## src/rtl/riscv_mmio_ctrl.sv

```systemverilog
// MMIO block for the RISCV150 core: UART byte FIFOs,
// cycle and retired-instruction counters on addr[31:28]==IO_BASE.
module riscv_mmio_fifo #(
  parameter int DEPTH = 8
) (
  input  logic       clk,
  input  logic       rst,
  input  logic       push,
  input  logic [7:0] wdata,
  input  logic       pop,
  output logic [7:0] rdata,
  output logic       empty,
  output logic       full,
  output logic [$clog2(DEPTH):0] cnt
);
  localparam int AW = $clog2(DEPTH);

  logic [AW-1:0] wp;
  logic [AW-1:0] rp;
  logic [AW:0]   count;
  logic [7:0]    mem [DEPTH];
  logic          do_push;
  logic          do_pop;

  assign empty   = (count == '0);
  assign full    = (count == (AW+1)'(DEPTH));
  assign do_push = push & ~full;
  assign do_pop  = pop & ~empty;
  assign rdata   = mem[rp];
  assign cnt     = count;

  always_ff @(posedge clk) begin
    if (rst) begin
      wp    <= '0;
      rp    <= '0;
      count <= '0;
    end else begin
      if (do_push) wp <= wp + 1'b1;
      if (do_pop)  rp <= rp + 1'b1;
      case ({do_push, do_pop})
        2'b10:   count <= count + 1'b1;
        2'b01:   count <= count - 1'b1;
        default: count <= count;
      endcase
    end
  end

  always_ff @(posedge clk) begin
    if (do_push) mem[wp] <= wdata;
  end
endmodule

module riscv_mmio_ctrl #(
  parameter logic [3:0] IO_BASE    = 4'h8,
  parameter int         FIFO_DEPTH = 8,
  parameter int         CNT_W      = 32
) (
  input  logic        clk,
  input  logic        rst,
  input  logic        stall,
  input  logic [31:0] addr,
  input  logic        re,
  input  logic [3:0]  we,
  input  logic [31:0] din,
  input  logic        inst_retire,
  output logic        io_sel_q,
  output logic [31:0] io_dout,
  output logic [7:0]  tx_data,
  output logic        tx_valid,
  input  logic        tx_ready,
  input  logic [7:0]  rx_data,
  input  logic        rx_valid
);
  localparam int CW = $clog2(FIFO_DEPTH) + 1;

  logic          hit;
  logic          act;
  logic          rd;
  logic          wr;
  logic [5:0]    rsel;
  logic [31:0]   rdata;
  logic [CNT_W-1:0] cyc;
  logic [CNT_W-1:0] ins;
  logic          cnt_clr;
  logic          ovf_clr;
  logic          tx_push;
  logic          tx_empty;
  logic          tx_full;
  logic [CW-1:0] tx_cnt;
  logic          rx_pop;
  logic          rx_empty;
  logic          rx_full;
  logic [CW-1:0] rx_cnt;
  logic [7:0]    rx_head;
  logic          tx_ovf;
  logic          rx_ovf;
  logic          unused;

  assign unused = ^{addr[27:8], addr[1:0], din[31:8]};

  assign hit  = (addr[31:28] == IO_BASE);
  assign act  = hit & ~stall & (re | (|we));
  assign rd   = act & re;
  assign wr   = act & (|we);
  assign rsel = addr[7:2];

  assign tx_push = wr & (rsel == 6'h02);
  assign cnt_clr = wr & (rsel == 6'h06);
  assign rx_pop  = rd & (rsel == 6'h01);
  assign ovf_clr = rd & (rsel == 6'h07);

  riscv_mmio_fifo #(.DEPTH(FIFO_DEPTH)) u_tx (
    .clk   (clk),
    .rst   (rst),
    .push  (tx_push),
    .wdata (din[7:0]),
    .pop   (tx_valid & tx_ready),
    .rdata (tx_data),
    .empty (tx_empty),
    .full  (tx_full),
    .cnt   (tx_cnt)
  );

  riscv_mmio_fifo #(.DEPTH(FIFO_DEPTH)) u_rx (
    .clk   (clk),
    .rst   (rst),
    .push  (rx_valid),
    .wdata (rx_data),
    .pop   (rx_pop),
    .rdata (rx_head),
    .empty (rx_empty),
    .full  (rx_full),
    .cnt   (rx_cnt)
  );

  assign tx_valid = ~tx_empty;

  always_comb begin
    rdata = '0;
    case (rsel)
      6'h00: rdata = {30'b0, ~rx_empty, ~tx_full};
      6'h01: rdata = {24'b0, rx_empty ? 8'h00 : rx_head};
      6'h04: rdata = 32'(cyc);
      6'h05: rdata = 32'(ins);
      6'h07: rdata = {tx_ovf, rx_ovf, 14'b0,
                      8'(tx_cnt), 8'(rx_cnt)};
      default: rdata = '0;
    endcase
  end

  always_ff @(posedge clk) begin
    if (rst) begin
      io_dout  <= '0;
      io_sel_q <= 1'b0;
    end else begin
      io_sel_q <= hit & ~stall;
      if (rd) io_dout <= rdata;
    end
  end

  // An overflow in the same cycle as the clearing read is kept
  always_ff @(posedge clk) begin
    if (rst) begin
      tx_ovf <= 1'b0;
      rx_ovf <= 1'b0;
    end else begin
      if (tx_push & tx_full)   tx_ovf <= 1'b1;
      else if (ovf_clr)        tx_ovf <= 1'b0;
      if (rx_valid & rx_full)  rx_ovf <= 1'b1;
      else if (ovf_clr)        rx_ovf <= 1'b0;
    end
  end

  always_ff @(posedge clk) begin
    if (rst | cnt_clr) begin
      cyc <= '0;
      ins <= '0;
    end else begin
      cyc <= cyc + 1'b1;
      if (inst_retire & ~stall) ins <= ins + 1'b1;
    end
  end
endmodule

```

## config.mk

```make
export PLATFORM = sky130hd
export DESIGN_NAME = riscv_mmio_ctrl
export DESIGN_NICKNAME = d
export VERILOG_FILES = /design/src/rtl/riscv_mmio_ctrl.sv
export SDC_FILE = /design/constraint.sdc
export NUM_CORES = 1
export LEC_CHECK = 0
export ABC_AREA = 1
export CELL_PAD_IN_SITES_DETAIL_PLACEMENT = 0
export CELL_PAD_IN_SITES_GLOBAL_PLACEMENT = 1
export CORE_MARGIN = 10
export CORE_UTILIZATION = 35
export CTS_CLUSTER_SIZE = 16
export DETAILED_ROUTE_END_ITERATION = 16
export GPL_ROUTABILITY_DRIVEN = 0
export PLACE_DENSITY_LB_ADDON = 0.1
export SLEW_MARGIN = 20
export SYNTH_ARGS = -nofsm -noshare
export SYNTH_HDL_FRONTEND = slang
export SYNTH_HIERARCHICAL = 1
export SYNTH_SLANG_ARGS = --single-unit
```

## constraint.sdc

```tcl
create_clock -name clk -period 5.8 [get_ports clk]
set_input_delay 0.87 -clock clk [delete_from_list [all_inputs] [get_ports clk]]
set_output_delay 0.87 -clock clk [all_outputs]
set_load 0.005 [all_outputs]
```

==> run metrics <==
status=completed; slowest stage delay, CP=roughly 0.74 ns; Primary FF master, synth=edfxtp_1; fillers=3333; Max-slew headroom=0.320; DRT iter0 DRCs=between 400 and 500; Seq. cell area=0.00635 mm2; M2 GR Usage=0.238; GRT Total Usage=0.148; initial antenna violation count=0; Die X=203 um; Crit Path Class=in -> reg; met1 Use GR=0.201; count of state elements after synthesis=253; clock period minus final worst setup slack=3.51 ns; Core Util, Final=0.420; WL/cell=16.0 um; Slowest-stage cell, CP=nor4_1; total power per unit cell area=282 mW/mm2; crit path launch type=input port; layout net count=1564; CTS H-tree lvls=1; Port Buffers=78; crit path DAT=3.68 ns; Mapped Area=0.0117 mm2; core area=0.0328 mm2; CTS resizes=0; crit-path cells=clkdlybuf4s50_1 -> nor2_4 -> nand2_1 -> nor4_1 -> nand2_2 -> nor2_1 -> inv_1 -> nor2_1; Hold WS=0.463 ns; fin crit share=0.605; clk slew on worst S/H paths=0.06 ns; worst-margin pin slew=1.02 ns; RSZ-0062 raised after global routing=false; Post-Synthesis Cells=approximately 1400; DRC errors left=0; largest cells by area after synthesis=edfxtp_1, dfxtp_1, nand2_1; Syn Area/Cell=8.41 um2; Final Max Slew Viols=0; maximum VDD drop=334 uV; syn nets=1489; highest-count cells in the layout ignoring fill and taps=nand2_1, nor2_1, edfxtp_1, dfxtp_1, inv_1; Routed Antenna Nets=0; Initial Utilization=0.357; share of the synthesized area in the top cell type=0.328; DPL Wire Length=roughly 22 mm; CP Max Fanout=9; EDFF count, synth=128; Max-Cap Viols=0; Worst setup EP type=flip-flop; setup TNS=0 ns; IO Pins=125; worst min path class=reg -> reg; Die Y-Extent=203 um; pin count of the biggest net entering global routing=55; share of post-route cells with drive strength above 1=0.0683; Setup WS post-layout=2.29 ns; grt ovf=0; WP data required=~6 ns; CTS max path bufs=3; Setup Skew=about 0.013 ns; leading area contributor after synthesis=edfxtp_1; Post-synth ARST share=0; global-route wire length before repair=49.2 mm; most frequent standard cell in the layout excluding fill and tap cells=nand2_1; area of the multi-input gates=0.00463 mm2; Most Crowded Layer GR=met2; Worst-Skew Late Latency=0.55 ns; pre-CTS setup slack=1.76 ns; most frequent cell on the critical path=nor2_1; Design Power=0.00389 W; sequential fraction of the synthesis area=0.542; vias in the first global route=8878; count of different cell masters after synthesis=43; final setup fails=0; hold_buf cts=0; CTS Buf Count=30; routed wire length=about 31 mm; DR vias/cell=roughly 4.7; die area=0.0412 mm2; fmax=between 0.2 and 0.3 GHz; final hold vios=0; Synth warnings=6; TritonCTS clock tree=yes; Leakage=a little under 5 nW; Area growth syn-to-layout=17.6%; M3 GR Usage=0.0258; setup bufs post-CTS=0; 1st-pass router iterations=4; clk sinks=253; diode count=0; CTS root buf=clkbuf_16; routed via count=9182; num rows=66
## sequential cells by signal, indices dropped and copies added, names as in the netlist, named ones only
name	cells
cyc	32
ins	32
io_dout	32
io_sel_q	1
rx_ovf	1
tx_ovf	1
u_rx/cnt	4
u_rx/mem	64
u_rx/rp	3
u_rx/wp	3
u_tx/cnt	4
u_tx/mem	64
u_tx/rp	3
u_tx/wp	3
## layer usage
| metal | part of all wire | wire (um) |
|---|---|---|
| met2 | 0.45 | 13900 |
| met1 | 0.49 | 15000 |
| met3 | 0.042 | 1290 |
| met4 | 0.025 | 771 |
| met5 | 0 | 0 |
## cell families (layout without fill, tap and decap cells)
kind of cell             count (synthesis)  count (layout)  synth area share
AND/OR/NAND/NOR                        739             739             0.265
flip-flops                             253             253             0.542
AO/OA/AOI/OAI                          188             188            0.0834
buffers and inverters                  159             258            0.0636
XOR/XNOR                                27              27            0.0202
multiplexers                            16              16            0.0137
adder cells (fa/ha/maj)                 12              12            0.0128
## worst max-delay path: cells and delay by family
kind	cells	cell delay, ns
AND/OR/NAND/NOR	6	2.27
buffers and inverters	2	0.53
## path summary, 6_finish.rpt
check | start | endpoint | slack, ns | depth (start not counted)
worst max-delay path | addr[7] | u_tx/mem[5][2] | 2.29 | 8
worst max register to register | u_tx/cnt[3] | u_tx/cnt[2] | 3.65 | 15
worst min register to register | io_dout[28] | io_dout[28] | 0.46 | 2
worst min-delay path | io_dout[28] | io_dout[28] | 0.46 | 2
## where the power goes
group / leakage [nW] / internal [W] / switching (W) / total [W]
clock: 0.475 / 0.00110 / 0.000746 / 0.00184
sequential: 2.17 / 0.00190 / 0.0000113 / 0.00191
combinational: 2.20 / 0.0000474 / 0.0000871 / 0.000135
## final cells by class
class / count / share of cell area
Tap cell: 442 / 0.0401
Clock buffer: 31 / 0.0563
Clock inverter: 25 / 0.0151
Timing Repair Buffer: 83 / 0.0590
Sequential cell: 253 / 0.461
Inverter: 119 / 0.0324
Multi-Input combinational cell: 982 / 0.336
## per-stage QoR
step | cell area (um2) | instances
final | 13800 | 1935
after global routing | 13800 | 1935
after CTS | 13800 | 1935
after detailed placement | 12800 | 1879
after global placement | 12800 | 1879
after floorplan | 11700 | 1394
## synth_stat cells, types with 4 or more instances
cell type and count:
nand4_1 19, xnor2_1 9, a21oi_1 66, ha_1 12, nand2_1 355, nand3_2 4
o22ai_1 16, nand2_2 7, inv_1 105, dfxtp_1 125, nor2_4 5, mux2i_1 16
clkbuf_1 9, nor2_1 242, edfxtp_1 128, nor3_1 11, buf_6 12, o21ai_0 56
nand3_1 68, o21ai_1 43, inv_2 12, buf_2 10, nor2_2 12, xor2_1 18
buf_4 7
Power figures use the tool's default switching activity.
==> RTL change (same settings) <==
Change the parameter `FIFO_DEPTH` from 8 to 16.
--- a/src/rtl/riscv_mmio_ctrl.sv
+++ b/src/rtl/riscv_mmio_ctrl.sv
@@ -54,3 +54,3 @@
   parameter logic [3:0] IO_BASE    = 4'h8,
-  parameter int         FIFO_DEPTH = 8,
+  parameter int         FIFO_DEPTH = 16,
   parameter int         CNT_W      = 32
Check against the original RTL: same outputs for any inputs over 4 cycles, from zero or initial values and one cycle with rst high; that may be too few to reach the edited logic, so the function may still have changed.
==> RTL change against the unedited design <==
Worst setup slack got worse by 0.57 ns. Sequential cell count rose by 136. Count of clock-buffer cells in the layout rose by 24. Area after synthesis rose by 50%. Final area rose by 48%. Clock skew rose by 0.014 ns. Power rose by 53%. Routed wire length rose by 48%. First-iteration DRC count rose by 92%. Largest cell class unchanged.
==> RTL change: results (changes against the unedited design) <==
synth cell count leaders nand2_1 (320), edfxtp_1 (256), nor2_1 (217); Unique masters post-synth 42 (-2.3%); hpwl dp 31.4 mm (+43%); synthesis-stage register bit count 389 (+54%); largest net degree at the start of global routing 97 (+76%); P&R area growth vs syn 16.2%; multi-input gates 1141 (+16%); DRT Wirelength 45.8 mm (+48%); r2r worst-path depth 11 (-4); Net Sw Frac 21.8% (+0.14 points); Clock-cell share 7.18% (+0.042 points); total power 5.95 mW (+53%); CP delay by family, top buffers and inverters; hold_ws 0.460 ns (-0.00283 ns); critical path peak fanout 33 (+24); CP arrival 3.21 ns (-0.47 ns); Tightest Pin Transition 1.06 ns (+0.0481 ns); vias per cell 4.80 (+1.3%); FF+latch area 0.0104 mm^2 (+63%); Placed Instances 2491 (+33%); vias in the first global route 11.8k (+33%); largest registers u_rx/mem x128, u_tx/mem x128; number of non-clock inverters 200 (+68%); power in sequential cells 2.99 mW (+57%); pwr dens 292 mW/mm^2 (+3.4%); H-tree depth 2 (+1); hold path startpoint cyc[0]; Seq/Total Area, Yosys 59.0% (+4.8 points); Reg2Reg Capture Point io_dout[7]; pre-CTS setup slack 1.56 ns (-0.192 ns); VDD IR-drop max 196 uV (-41%); Leak 6.93 nW (+43%); worst skew pair latency 0.59 ns (+0.04 ns); nonclk buf count 90 (+8.4%); comb pwr 172 uW (+27%); WL per Instance 17.8 um (+11%); crit-path max cell delay 0.68 ns (-0.06 ns); initial drt markers 856 (+92%); hold endpoint cyc[0]; fill count 4961 (+49%); top post-synthesis cells by area edfxtp_1 (44%), dfxtp_1 (15%), nand2_1 (6.8%); outcome finished, final reports clean; Layout Nets 1968 (+26%)
==> RTL change: cell families (layout without fill, tap and decap cells) <==
group	after synthesis	after routing	synth area share, %
simple gates	720	720	18.0
mux	64	64	3.65
compound gates	301	301	9.96
fa+ha+maj	18	18	1.28
xor+xnor	38	38	1.90
flops	389	389	59.0
buf+inv	270	372	6.29
==> RTL change: worst max path at each step <==
stage	startpoint	endpoint	slack, ns
finish	flop	tx_data[7]	1.72
CTS	flop	tx_data[7]	1.60
floorplan	addr[7]	u_tx/cnt[4]	2.92
global route	flop	tx_data[7]	1.51
global placement	addr[7]	u_tx/mem[14][7]	1.62
detailed placement	addr[7]	u_tx/mem[4][2]	1.56
==> RTL change: layer usage <==
layer	global-route usage [%]	up-vias	share of wire, %
met5	0	-	0
met3	2.39	70	4.1
met4	4.79	0	2.3
met2	22.7	213	44
li1	-	6230	-
met1	22.0	5855	50
